<file path="src/rtl/denom_share_arbiter.sv">
// Round-robin arbiter sharing one softsign denominator unit among NREQ
// requesters. Ports: CLOCK/reset, req/req_x in, ack/result/err out,
// busy/grant_id status, unit_start/unit_x/unit_done/unit_result to the unit.
module denom_share_arbiter #(
  parameter int NREQ    = 4,
  parameter int WIDTH   = 32,
  parameter int TIMEOUT = 15
) (
  input  logic                     CLOCK,
  input  logic                     reset,
  input  logic [NREQ-1:0]          req,
  input  logic [NREQ*WIDTH-1:0]    req_x,
  output logic [NREQ-1:0]          ack,
  output logic [WIDTH-1:0]         result,
  output logic                     err,
  output logic                     busy,
  output logic [$clog2(NREQ)-1:0]  grant_id,
  output logic                     unit_start,
  output logic [WIDTH-1:0]         unit_x,
  input  logic                     unit_done,
  input  logic [WIDTH-1:0]         unit_result
);

  localparam int GW = $clog2(NREQ);
  localparam int CW = $clog2(TIMEOUT + 1);
  localparam logic [GW-1:0] PTR_RST = GW'(NREQ - 1);
  localparam logic [CW-1:0] CNT_LAST = CW'(TIMEOUT - 1);

  typedef enum logic [1:0] {
    S_IDLE,
    S_ISSUE,
    S_WAIT,
    S_RESP
  } state_t;

  state_t           state_q;
  logic [GW-1:0]    ptr_q;
  logic [GW-1:0]    grant_q;
  logic [CW-1:0]    cnt_q;
  logic [NREQ-1:0]  ack_q;
  logic [WIDTH-1:0] result_q;
  logic             err_q;
  logic             busy_q;
  logic             start_q;
  logic [WIDTH-1:0] unit_x_q;

  logic             found_d;
  logic [GW-1:0]    sel_d;
  logic [GW-1:0]    cand;
  logic [WIDTH-1:0] sel_x_d;

  // Search ptr+1 .. ptr (wrapping); the last granted requester
  // is checked last so every other pending requester goes first.
  always_comb begin
    found_d = 1'b0;
    sel_d   = '0;
    cand    = '0;
    for (int i = 1; i <= NREQ; i++) begin
      cand = GW'((int'(ptr_q) + i) % NREQ);
      if (!found_d && req[cand]) begin
        found_d = 1'b1;
        sel_d   = cand;
      end
    end
    sel_x_d = req_x[sel_d*WIDTH +: WIDTH];
  end

  always_ff @(posedge CLOCK) begin
    if (reset) begin
      state_q  <= S_IDLE;
      ptr_q    <= PTR_RST;
      grant_q  <= '0;
      cnt_q    <= '0;
      ack_q    <= '0;
      result_q <= '0;
      err_q    <= 1'b0;
      busy_q   <= 1'b0;
      start_q  <= 1'b0;
      unit_x_q <= '0;
    end else begin
      start_q <= 1'b0;
      ack_q   <= '0;
      unique case (state_q)
        S_IDLE: begin
          if (found_d) begin
            grant_q  <= sel_d;
            unit_x_q <= sel_x_d;
            cnt_q    <= '0;
            start_q  <= 1'b1;
            busy_q   <= 1'b1;
            state_q  <= S_ISSUE;
          end
        end
        S_ISSUE: begin
          state_q <= S_WAIT;
        end
        S_WAIT: begin
          cnt_q <= cnt_q + CW'(1);
          // done has priority over an expiring timeout
          if (unit_done) begin
            result_q <= unit_result;
            err_q    <= 1'b0;
            ack_q    <= NREQ'(1) << grant_q;
            state_q  <= S_RESP;
          end else if (cnt_q == CNT_LAST) begin
            result_q <= '0;
            err_q    <= 1'b1;
            ack_q    <= NREQ'(1) << grant_q;
            state_q  <= S_RESP;
          end
        end
        S_RESP: begin
          ptr_q   <= grant_q;
          busy_q  <= 1'b0;
          state_q <= S_IDLE;
        end
        default: begin
          state_q <= S_IDLE;
        end
      endcase
    end
  end

  assign ack        = ack_q;
  assign result     = result_q;
  assign err        = err_q;
  assign busy       = busy_q;
  assign grant_id   = grant_q;
  assign unit_start = start_q;
  assign unit_x     = unit_x_q;

endmodule

</file>
<file path="config.mk">
export PLATFORM = sky130hd
export DESIGN_NAME = denom_share_arbiter
export DESIGN_NICKNAME = d
export VERILOG_FILES = /design/src/rtl/denom_share_arbiter.sv
export SDC_FILE = /design/constraint.sdc
export NUM_CORES = 1
export LEC_CHECK = 0
export BUFFER_PORTS_ARGS = -buffer_cell sky130_fd_sc_hd__buf_2
export CAP_MARGIN = 0
export CELL_PAD_IN_SITES_DETAIL_PLACEMENT = 1
export CELL_PAD_IN_SITES_GLOBAL_PLACEMENT = 2
export CORE_ASPECT_RATIO = 0.9
export CORE_MARGIN = 2
export CORE_UTILIZATION = 26
export DETAILED_ROUTE_END_ITERATION = 10
export PLACE_DENSITY_LB_ADDON = 0.1
export SETUP_SLACK_MARGIN = 0.02
export SLEW_MARGIN = 30
export SYNTH_ARGS = -nofsm -noshare
export SYNTH_HDL_FRONTEND = slang
export SYNTH_SLANG_ARGS = --single-unit
export TNS_END_PERCENT = 20
</file>
<file path="constraint.sdc">
create_clock -name CLOCK -period 5.2 [get_ports CLOCK]
set_input_delay 0.26 -clock CLOCK [delete_from_list [all_inputs] [get_ports CLOCK]]
set_output_delay 0.26 -clock CLOCK [all_outputs]
set_load 0.02 [all_outputs]
</file>
==> impl_summary.md <==
Placed design
The wire-length estimate of the detail-placed layout is 11.9 mm. In this run the tool buffered the top-level ports with 239 buffer cells. The placed instance area is 5770 sq um. The congestion estimate from routability-driven global placement came to 0.722.

Power
VDD sags by at most 0.141 mV. The analysis attributes to cell leakage a power of 2.98 nW. The power density over the cells is 449 nW/um^2.

Power comes to 0.00275 W.

Clocking
Counting the buffers created by CTS gives 9. The TritonCTS clock tree is built. In this run the deepest clock path goes through 2 buffers. The cell at the root of the clock tree is sky130_fd_sc_hd__clkbuf_16. The number of sinks handled by clock tree synthesis is 81. The clock slew seen by the registers of the worst setup and hold paths is 70 ps. Hold repair after CTS inserted 0 buffers.

In this run the number of H-tree levels came out at 3. For the worst-skew pair, the clock arrives at the later sink with an insertion delay of 340 ps. The post-cts repair resize count is 0.

Buffers added to address setup during post-CTS repair amount to 0.

Synth
The mean cell area of the mapped netlist is 8.37 sq um. The synthesized netlist cell count is 532. The number of enable flip-flop cells after synthesis is 0. In this run the cell area of the synthesized design comes to 4450 sq um. The synthesized design devotes to its leading area cell type 36.4% of total area. The share of flip-flops with an asynchronous set or reset is 0%. The total number of yosys warnings is 0. The number of different library cells in the post-synthesis netlist is 38. The library cell occupying the most area in the post-synthesis netlist is sky130_fd_sc_hd__dfxtp_1.

The register bit total from synthesis is 81. The share of the Yosys chip area taken by registers is 36.4%. The post-synth net total is 705. Among all flip-flop cells after synthesis, the most frequent one is sky130_fd_sc_hd__dfxtp_1. Ranked by total cell area, the synthesized netlist is headed by sky130_fd_sc_hd__dfxtp_1, sky130_fd_sc_hd__mux2i_1, sky130_fd_sc_hd__a21oi_1, sky130_fd_sc_hd__nand3_1, sky130_fd_sc_hd__a22oi_1.

Global routing
The total routing resource utilization after global routing is 17.8%. The overflow left after global routing is 0. The number of antenna violations at the first check in global routing is 3. The maximum number of pins on one net before global-route repair is 67. The global-route wire length before repair is 25.5 mm. The via count of the first global-routing pass is 4751.

STA
For the pin with the worst max-slew slack, the measured transition is 810 ps. Subtracting the final worst setup slack from the clock period gives 2960 ps. In the final timing run, aggregate negative setup slack is 0 ps. The maximum operating frequency is 0.338 GHz.

Setup repair after global routing left no endpoint under its margin. Across all hold checks on the routed design, the worst slack comes to 152 ps. The final critical-path share of the clock period is 56.9%.

The number of failing hold endpoints at the final stage is 0. The final count of pins violating max slew is 0. Setup violations remaining at the end of the flow were counted as 0. The setup clock skew after layout is 9.38 ps. The worst pin sits at a relative slew slack of 46.0%.

Min path
The worst hold path belongs to the class in -> reg.

Flow run
Across the run, the number of max-cap violations was 0.

Route
The count of TritonRoute iterations in the first routing pass is 4. In the final routed layout, each cell accounts on average for 17.3 um. After the first detailed-routing iteration, the DRC count stood at 179.

The via count is 4741. The detail route stage leaves a number of antenna-violating nets equal to 0. In the routed design, unresolved DRC markers number 0. The detailed-route wire length is 16.4 mm. Dividing the detail-routed via count by the number of cells gives 4.99.

Floorplanning
The floorplan step set the die height to 128 um. In this run the horizontal extent of the chip is 142 um. The floorplan core area is 16800 sq um.

In this run the core area contains 45 standard-cell rows. The die area is 18200 sq um. 240 I/O pins were placed.

Once the floorplan was initialized, standard cells occupied 26.4% of the core.

Setup path
STA puts the critical path data required time at 5460 ps. Walking the worst path, the cells encountered are inv_1 -> ha_1 -> nor2b_4 -> buf_4 -> o221ai_4 -> buf_8 -> o211ai_1. The largest fanout on the critical path is 32. The worst setup path category is reg -> reg.

The worst setup path is captured at a flop. STA classifies the critical path startpoint as a flop. The largest single stage delay on the critical path is 730 ps. The slowest stage of the critical path is the sky130_fd_sc_hd__nor2b_4 cell.

STA puts the critical path data arrival time at 3220 ps.

Layout
Cells with a size suffix above 1 make up 37.8% of the layout. The total area of multi-input combinational cells is 2580 sq um. The post-synthesis to final-layout area growth is 37.5%. The register area is 1620 sq um.

After routing the design area is 6120 sq um. Fill cells in the final layout number 2057. The final layout contains 907 nets.

Status
The flow ran to the end, and the final reports show no timing, DRC or antenna violations.
cells by family (layout without fill, tap and decap cells):
group                    count (synthesis)  after routing  share of synthesized area [%]
AND/OR/NAND/NOR                        168            168                           18.7
AO/OA/AOI/OAI                          150            150                           21.3
flip-flops                              81             81                           36.4
multiplexers                            66             66                           14.8
buffers and inverters                   61            267                           7.08
adder cells (fa/ha/maj)                  6              6                           1.69
other                                    0              2                              0
synthesized netlist by cell type (all sizes together), types with 6 or more instances:
cell    instances
a21oi          71
a22oi          32
buf            24
clkbuf         30
dfxtp          81
ha              6
inv             6
mux2i          66
nand2          44
nand3          61
nor2           41
nor2b           6
o211ai         31
worst max-delay path, delay by kind of cell, from the launching register on:
kind            cells  cell delay (ps)
compound gates      2              560
fa+ha+maj           1              370
flops               1              330
buf+inv             3              860
simple gates        1              730
area by class of cell:
class	instances	share of cell area [%]
multi-input combinational	390	42.2
sequential	81	26.5
timing repair buffer	245	21.0
tap	211	4.31
clock buffer	9	3.68
clock inverter	6	1.88
inverter	7	0.429
antenna	2	0.0818
placed cells by master (no fill, tap or decap), types with 3 or more instances in the layout:
cell type,instances
sky130_fd_sc_hd__buf_2,238
sky130_fd_sc_hd__dfxtp_1,81
sky130_fd_sc_hd__a21oi_1,68
sky130_fd_sc_hd__mux2i_1,66
sky130_fd_sc_hd__nand3_1,51
sky130_fd_sc_hd__nand2_1,44
sky130_fd_sc_hd__nor2_1,40
sky130_fd_sc_hd__a22oi_1,32
sky130_fd_sc_hd__o211ai_1,31
sky130_fd_sc_hd__nand3_2,10
sky130_fd_sc_hd__clkbuf_16,9
sky130_fd_sc_hd__inv_1,6
sky130_fd_sc_hd__ha_1,6
sky130_fd_sc_hd__nor2b_1,5
sky130_fd_sc_hd__buf_4,4
sky130_fd_sc_hd__nand2b_1,3
sky130_fd_sc_hd__a21oi_4,3
sky130_fd_sc_hd__nor3_1,3
sky130_fd_sc_hd__bufinv_16,3
routing by layer:
metal | share of wire [%] | vias up | GRT usage (%)
met2 | 47 | 143 | 28.9
met4 | 0.82 | 0 | 3.47
met3 | 7.3 | 11 | 6.54
met5 | 0 | - | 0
li1 | - | 2326 | -
met1 | 45 | 2261 | 22.8
flip-flops by register name, indices dropped and copies added, names as in the netlist:
name	flops
ack	4
busy	1
cnt_q	4
err	1
grant_id	2
ptr_q	2
result	32
state_q	2
unit_start	1
unit_x	32
power breakdown:
| group | switching (W) | total, W | internal, W |
|---|---|---|---|
| clock network | 0.000280 | 0.000751 | 0.000470 |
| logic | 0.000704 | 0.00112 | 0.000417 |
| registers | 0.0000937 | 0.000874 | 0.000780 |
final timing paths:
| check | from | endpoint | slack (ps) | cells past startpoint |
|---|---|---|---|---|
| worst max-delay path | state_q[0] | unit_x[26] | 2240 | 7 |
| worst min-delay path | unit_result[28] | result[28] | 150 | 3 |
| worst max register to register | state_q[0] | unit_x[26] | 2240 | 7 |
| worst min register to register | unit_x[31] | unit_x[31] | 480 | 2 |
per-stage QoR:
stage	cells	setup WS [ps]	utilization, %
after floorplan	532	3500	-
after global placement	932	2350	34.0
after detailed placement	934	2240	34.3
after CTS	949	2240	36.3
after global routing	949	2040	36.3
final	951	2240	36.4
(Power assumes the default switching activity.)
